## src/rtl/uart_pkg.sv

```systemverilog
// Shared types and frame constants for the FIFO-fed 8N1 UART transmitter.
package uart_pkg;

    localparam int FRAME_BITS = 10;
    localparam int DATA_BITS  = 8;

    typedef enum logic [2:0] {
        ST_IDLE,
        ST_FETCH,
        ST_LOAD,
        ST_START,
        ST_DATA,
        ST_STOP
    } uart_state_t;

endpackage

```

## src/rtl/baud_gen.sv

```systemverilog
// Bit-period counter: counts 0..CLKS_PER_BIT-1 and pulses TICK on the terminal count.
module baud_gen #(
    parameter int CLKS_PER_BIT = 434
) (
    input  logic CLK,
    input  logic RESET_N,
    input  logic CLR,
    output logic TICK
);

    localparam int CNT_W = $clog2(CLKS_PER_BIT);
    localparam logic [CNT_W-1:0] TERMINAL = CNT_W'(CLKS_PER_BIT - 1);

    logic [CNT_W-1:0] cnt_reg;
    logic [CNT_W-1:0] cnt_next;

    // CLR restarts the period so every state entry gets a full bit time
    always_comb begin
        TICK     = (cnt_reg == TERMINAL);
        cnt_next = (CLR || TICK) ? '0 : cnt_reg + 1'b1;
    end

    always_ff @(posedge CLK) begin
        if (!RESET_N) begin
            cnt_reg <= '0;
        end else begin
            cnt_reg <= cnt_next;
        end
    end

endmodule

```

## src/rtl/fifo_uart_tx.sv

```systemverilog
// 8N1 serial transmitter that pops bytes from an upstream FIFO_32_8 and sends them LSB first.
module fifo_uart_tx
    import uart_pkg::*;
#(
    parameter int CLKS_PER_BIT = 434
) (
    input  logic       CLK,
    input  logic       RESET_N,
    input  logic       ENABLE,
    input  logic [7:0] FIFO_DATA,
    input  logic       FIFO_EMPTY_N,
    output logic       FIFO_READ,
    output logic       TX,
    output logic       BUSY,
    output logic       FRAME_DONE
);

    localparam int BIT_CNT_W = $clog2(DATA_BITS);
    localparam logic [BIT_CNT_W-1:0] LAST_BIT = BIT_CNT_W'(DATA_BITS - 1);

    uart_state_t          state_reg;
    uart_state_t          state_next;
    logic [DATA_BITS-1:0] shift_reg;
    logic [DATA_BITS-1:0] shift_next;
    logic [BIT_CNT_W-1:0] bit_cnt_reg;
    logic [BIT_CNT_W-1:0] bit_cnt_next;
    logic                 tx_reg;
    logic                 tx_next;
    logic                 tick;
    logic                 baud_clr;

    baud_gen #(
        .CLKS_PER_BIT(CLKS_PER_BIT)
    ) u_baud_gen (
        .CLK    (CLK),
        .RESET_N(RESET_N),
        .CLR    (baud_clr),
        .TICK   (tick)
    );

    always_comb begin
        state_next   = state_reg;
        shift_next   = shift_reg;
        bit_cnt_next = bit_cnt_reg;

        case (state_reg)
            ST_IDLE: begin
                if (ENABLE && FIFO_EMPTY_N) begin
                    state_next = ST_FETCH;
                end
            end
            ST_FETCH: begin
                // Never pop an empty FIFO; fall back to IDLE instead
                state_next = FIFO_EMPTY_N ? ST_LOAD : ST_IDLE;
            end
            ST_LOAD: begin
                shift_next = FIFO_DATA;
                state_next = ST_START;
            end
            ST_START: begin
                if (tick) begin
                    bit_cnt_next = '0;
                    state_next   = ST_DATA;
                end
            end
            ST_DATA: begin
                if (tick) begin
                    shift_next = shift_reg >> 1;
                    if (bit_cnt_reg == LAST_BIT) begin
                        state_next = ST_STOP;
                    end else begin
                        bit_cnt_next = bit_cnt_reg + 1'b1;
                    end
                end
            end
            ST_STOP: begin
                if (tick) begin
                    state_next = (ENABLE && FIFO_EMPTY_N) ? ST_FETCH : ST_IDLE;
                end
            end
            default: begin
                state_next = ST_IDLE;
            end
        endcase

        baud_clr = (state_next != state_reg);

        // Line level is computed for the upcoming state so TX comes straight from a flop
        case (state_next)
            ST_START: tx_next = 1'b0;
            ST_DATA:  tx_next = shift_next[0];
            default:  tx_next = 1'b1;
        endcase
    end

    always_ff @(posedge CLK) begin
        if (!RESET_N) begin
            state_reg   <= ST_IDLE;
            shift_reg   <= '0;
            bit_cnt_reg <= '0;
            tx_reg      <= 1'b1;
        end else begin
            state_reg   <= state_next;
            shift_reg   <= shift_next;
            bit_cnt_reg <= bit_cnt_next;
            tx_reg      <= tx_next;
        end
    end

    assign TX         = tx_reg;
    assign FIFO_READ  = (state_reg == ST_FETCH) && FIFO_EMPTY_N;
    assign BUSY       = (state_reg != ST_IDLE);
    assign FRAME_DONE = (state_reg == ST_STOP) && tick;

endmodule

```

## config.mk

```make
export PLATFORM = sky130hd
export DESIGN_NAME = fifo_uart_tx
export DESIGN_NICKNAME = d
export VERILOG_FILES = /design/src/rtl/uart_pkg.sv /design/src/rtl/baud_gen.sv /design/src/rtl/fifo_uart_tx.sv
export SDC_FILE = /design/constraint.sdc
export NUM_CORES = 1
export LEC_CHECK = 0
export CAP_MARGIN = 20
export CORE_ASPECT_RATIO = 1.2
export CORE_MARGIN = 5
export CORE_UTILIZATION = 40
export DETAILED_ROUTE_END_ITERATION = 12
export PLACE_DENSITY_LB_ADDON = 0.3
export SYNTH_ARGS = -nofsm -noshare
export SYNTH_HDL_FRONTEND = slang
export SYNTH_HIERARCHICAL = 1
export SYNTH_SLANG_ARGS = --single-unit
```

## constraint.sdc

```tcl
create_clock -name CLK -period 2.4 [get_ports CLK]
set_input_delay 0.36 -clock CLK [delete_from_list [all_inputs] [get_ports CLK]]
set_output_delay 0.36 -clock CLK [all_outputs]
set_load 0.03 [all_outputs]
```

==> flow_metrics.py <==
metrics = {
    "timing": {
        "period_share_pct": 97.09,
        "rsz0062_at_grt": "yes",
        "fin_tns_setup_ns": 0,
        "max_freq_ghz": 0.4292,
        "setup_viol": 0,
        "tightest_slew_ns": 0.5485,
        "max-slew-margin-rel_pct": 63.32,
        "hold_viol": 0,
        "layout_setup_ws_ns": 0.06994,
        "drv_slew": 0,
        "final.setup_skew_ns": 0.004651,
        "post-route-min-period_ns": 2.330,
    },
    "power": {
        "ir_drop_uv": 344.4,
        "swShare_pct": 21.92,
        "switchingPower_uw": 176.9,
        "p_leak_uw": 0.0005562,
        "seqPwrFrac_pct": 51.8,
        "p_per_area_mw_per_mm2": 504.9,
        "internal_power_uw": 629.9,
        "clkPwrFrac_pct": 36.1,
        "power.share.combinational_pct": 12.1,
    },
    "worst_setup_path": {
        "path_depth": 5,
        "crit_path_cell_trace": "or3_4 -> nor3_4 -> buf_4 -> and4b_2 -> buf_4",
        "reg2reg_from": "u_baud_gen/cnt_reg[6]",
        "r2r_setup_slack_ns": 0.14,
        "cpMostUsedCell": "buf_4",
        "timing.reg2reg.worst_path_depth": 8,
        "cp_num_buf_inv": 2,
        "crit_path_end_kind": "output port",
        "critPathMaxFanout": 5,
        "criticalPathCategory": "flop to output port",
        "crit_path_start": "u_baud_gen/cnt_reg[6]",
        "rr_endpoint": "u_baud_gen/cnt_reg[7]",
        "critPathRequiredTime_ns": 2.04,
        "cp_top_family": "simple AND/OR/NAND/NOR gates",
        "critPathLaunchType": "flop",
        "crit_path_end": "FRAME_DONE",
        "arrival_ns": 1.97,
        "cp_slowest_cell": "or3_4",
        "critPathMaxStageDelay_ns": 0.44,
    },
    "floorplanning": {
        "pin_count": 16,
        "die_y_um": 72.81,
        "design.core.area_mm2": 0.003110,
        "die_width_um": 62.34,
        "die-area_mm2": 0.004539,
        "rows": 22,
        "start_util_pct": 42.28,
    },
    "routing": {
        "detail_route.iter0.violations": 42,
        "drc_errors": 0,
        "wl_mm": 2.524,
        "vias": 1062,
        "dr.pass1.iters": 4,
        "drtAntennaViolNets": 0,
        "avgViaCountPerCell": 5.474,
        "wl_per_cell_um": 13.01,
    },
    "placed_design": {
        "port_buffers": 15,
        "dp_hpwl_mm": 1.896,
        "gp_congestion": 0.7518,
        "dp_slack_ns": 0.05590,
    },
    "final_layout": {
        "fill_cells": 297,
        "n_antenna_cell": 0,
        "largest_reg_flops": 9,
        "drive_gt1_share_pct": 22.15,
        "area_delta_synth_final_pct": 21.50,
        "postLayoutCoreUtil_pct": 51.37,
        "nets": 175,
    },
    "yosys": {
        "synth_compound_area_share_pct": 23.50,
        "synth_fa_ha_area_share_pct": 3.806,
        "synth-xor-area-share_pct": 1.998,
        "synth_area_leader_cell": "dfxtp_1",
        "yosys-top-cells-count": "dfxtp_1 (24), nand2_1 (12), nor2_1 (9)",
        "yosysMostFrequentCell": "dfxtp_1",
        "synth-edff-count": 0,
        "synth_area_mm2": 0.001315,
        "netlist_top_cells_area": "dfxtp_1 (37%), a22oi_1 (4.0%), ha_1 (3.8%)",
        "yosys.area_share.simple_pct": 27.88,
        "synthDominantCellAreaShare_pct": 36.54,
        "synth-seq-area-share_pct": 36.54,
        "ys.flop_type": "dfxtp_1",
        "synth_top_family_by_area": "simple AND/OR/NAND/NOR gates",
        "syn-instance-count": 138,
        "synth_area_per_cell_um2": 9.529,
        "syn_nets": 154,
        "synth_seq_cells": 24,
        "synth_cell_types": 50,
        "synth_warnings": 6,
        "synthMuxAreaShare_pct": 2.379,
        "ys_async_sr_fraction_pct": 0,
    },
    "clock_tree": {
        "worstSkewPairLatency_ns": 0.32,
        "cts_setup_buffers": 0,
        "cts_tree": "done",
        "cts_hold_buf": 0,
        "htree_levels": 1,
        "clock_sinks": 24,
        "cts_root_buffer": "clkbuf_4",
        "clockBufferDepth": 2,
        "path_clk_slew_ns": 0.13,
        "cts_made_buffers": 3,
    },
    "grt": {
        "overflow": 0,
        "track_usage_pct": 11.91,
        "grt_first_pass_wirelength_mm": 4.436,
        "grt_max_degree": 18,
        "antenna_found_initial": 0,
        "first_global_vias": 1033,
    },
    "run_status": {
        "status": "finished, final reports clean",
    },
    "min_path": {
        "hp-class": "flop to flop",
    },
    "flow_run": {
        "drv_cap": 0,
    },
}
-- repair_timing --
action,4_1_cts,5_1_grt
gates resized for setup,1,6
pin swaps,0,0
endpoints found under the setup margin,1,11
-- metal layers --
metal  wire length [µm]  global-route usage, %
met5                  0                      0
met4                 31                  6.132
met3                 80                  2.773
met2               1217                  19.70
met1               1194                  14.41
-- worst min-delay path by stage --
stage | from | to | slack [ns] | cells past startpoint
6_report | shift_reg[5] | shift_reg[5] | 0.46 | 2
5_1_grt | shift_reg[5] | shift_reg[5] | 0.48 | 2
4_1_cts | shift_reg[5] | shift_reg[5] | 0.46 | 2
3_5_place_dp | shift_reg[5] | shift_reg[5] | 0.45 | 2
3_3_place_gp | shift_reg[3] | shift_reg[3] | 0.44 | 2
2_1_floorplan | shift_reg[2] | shift_reg[2] | 0.44 | 2
-- power groups by stage --
stage | sequential [µW] | combinational [µW] | clock [µW]
global placement | 426 | 92.8 | 0
detailed placement | 426 | 93.8 | 0
CTS | 417 | 94.3 | 303
floorplan | 426 | 57.8 | 0
global route | 420 | 108 | 321
finish | 418 | 97.4 | 292
-- worst reg2reg max path: stages (launching register included) --
cell and delay (ns):
dfxtp_1 0.36, or3_4 0.44, nor3_4 0.29, nand2_2 0.13, a2bb2oi_2 0.19, o32a_4 0.21, mux2i_2 0.25, nand2b_2 0.20
a31oi_1 0.07
-- per-stage QoR --
stage / instances / instance area, µm² / hold WS [ns] / total power (µW)
after floorplan: 138 / 1320 / 0.4355 / 483.7
after global placement: 190 / 1525 / 0.4423 / 518.4
after detailed placement: 190 / 1525 / 0.4453 / 519.8
after CTS: 194 / 1584 / 0.4641 / 814.2
after global routing: 194 / 1598 / 0.4828 / 849.2
final: 194 / 1598 / 0.4622 / 806.8
-- cells in the final DEF (no fill, tap or decap), types with 2 or more instances in the layout --
master	synthesis	routed
clkdlybuf4s50_1	0	14
nand3_1	5	5
and2_1	2	2
a31oi_1	4	4
dfxtp_2	0	2
a21boi_1	6	6
o21a_1	3	3
nor2b_1	6	5
clkbuf_4	0	3
nand2_1	12	11
or3_1	2	2
a22oi_1	7	7
nor2_1	9	9
nor4b_1	2	2
inv_1	3	3
buf_4	2	8
and3b_1	2	2
a21oi_1	5	5
xor2_1	2	2
a21oi_2	2	2
dfxtp_1	24	22
ha_1	4	4
nand2b_1	4	3
-- final cells by class --
type	instances	area, µm²	area share (%)
sequential	24	483.0	30.23
clock inverter	1	30.03	1.879
clock buffer	3	22.52	1.410
tap	36	45.04	2.819
multi-input combinational	105	805.8	50.43
timing repair buffer	22	200.2	12.53
inverter	3	11.26	0.7048
-- cell families (layout without fill, tap and decap cells) --
family	Yosys count	after routing
flip-flops	24	24
AO/OA/AOI/OAI	37	37
XOR/XNOR	3	3
AND/OR/NAND/NOR	58	58
adder cells (fa/ha/maj)	4	4
multiplexers	3	3
buffers and inverters	9	29
Power figures use the tool's default switching activity.
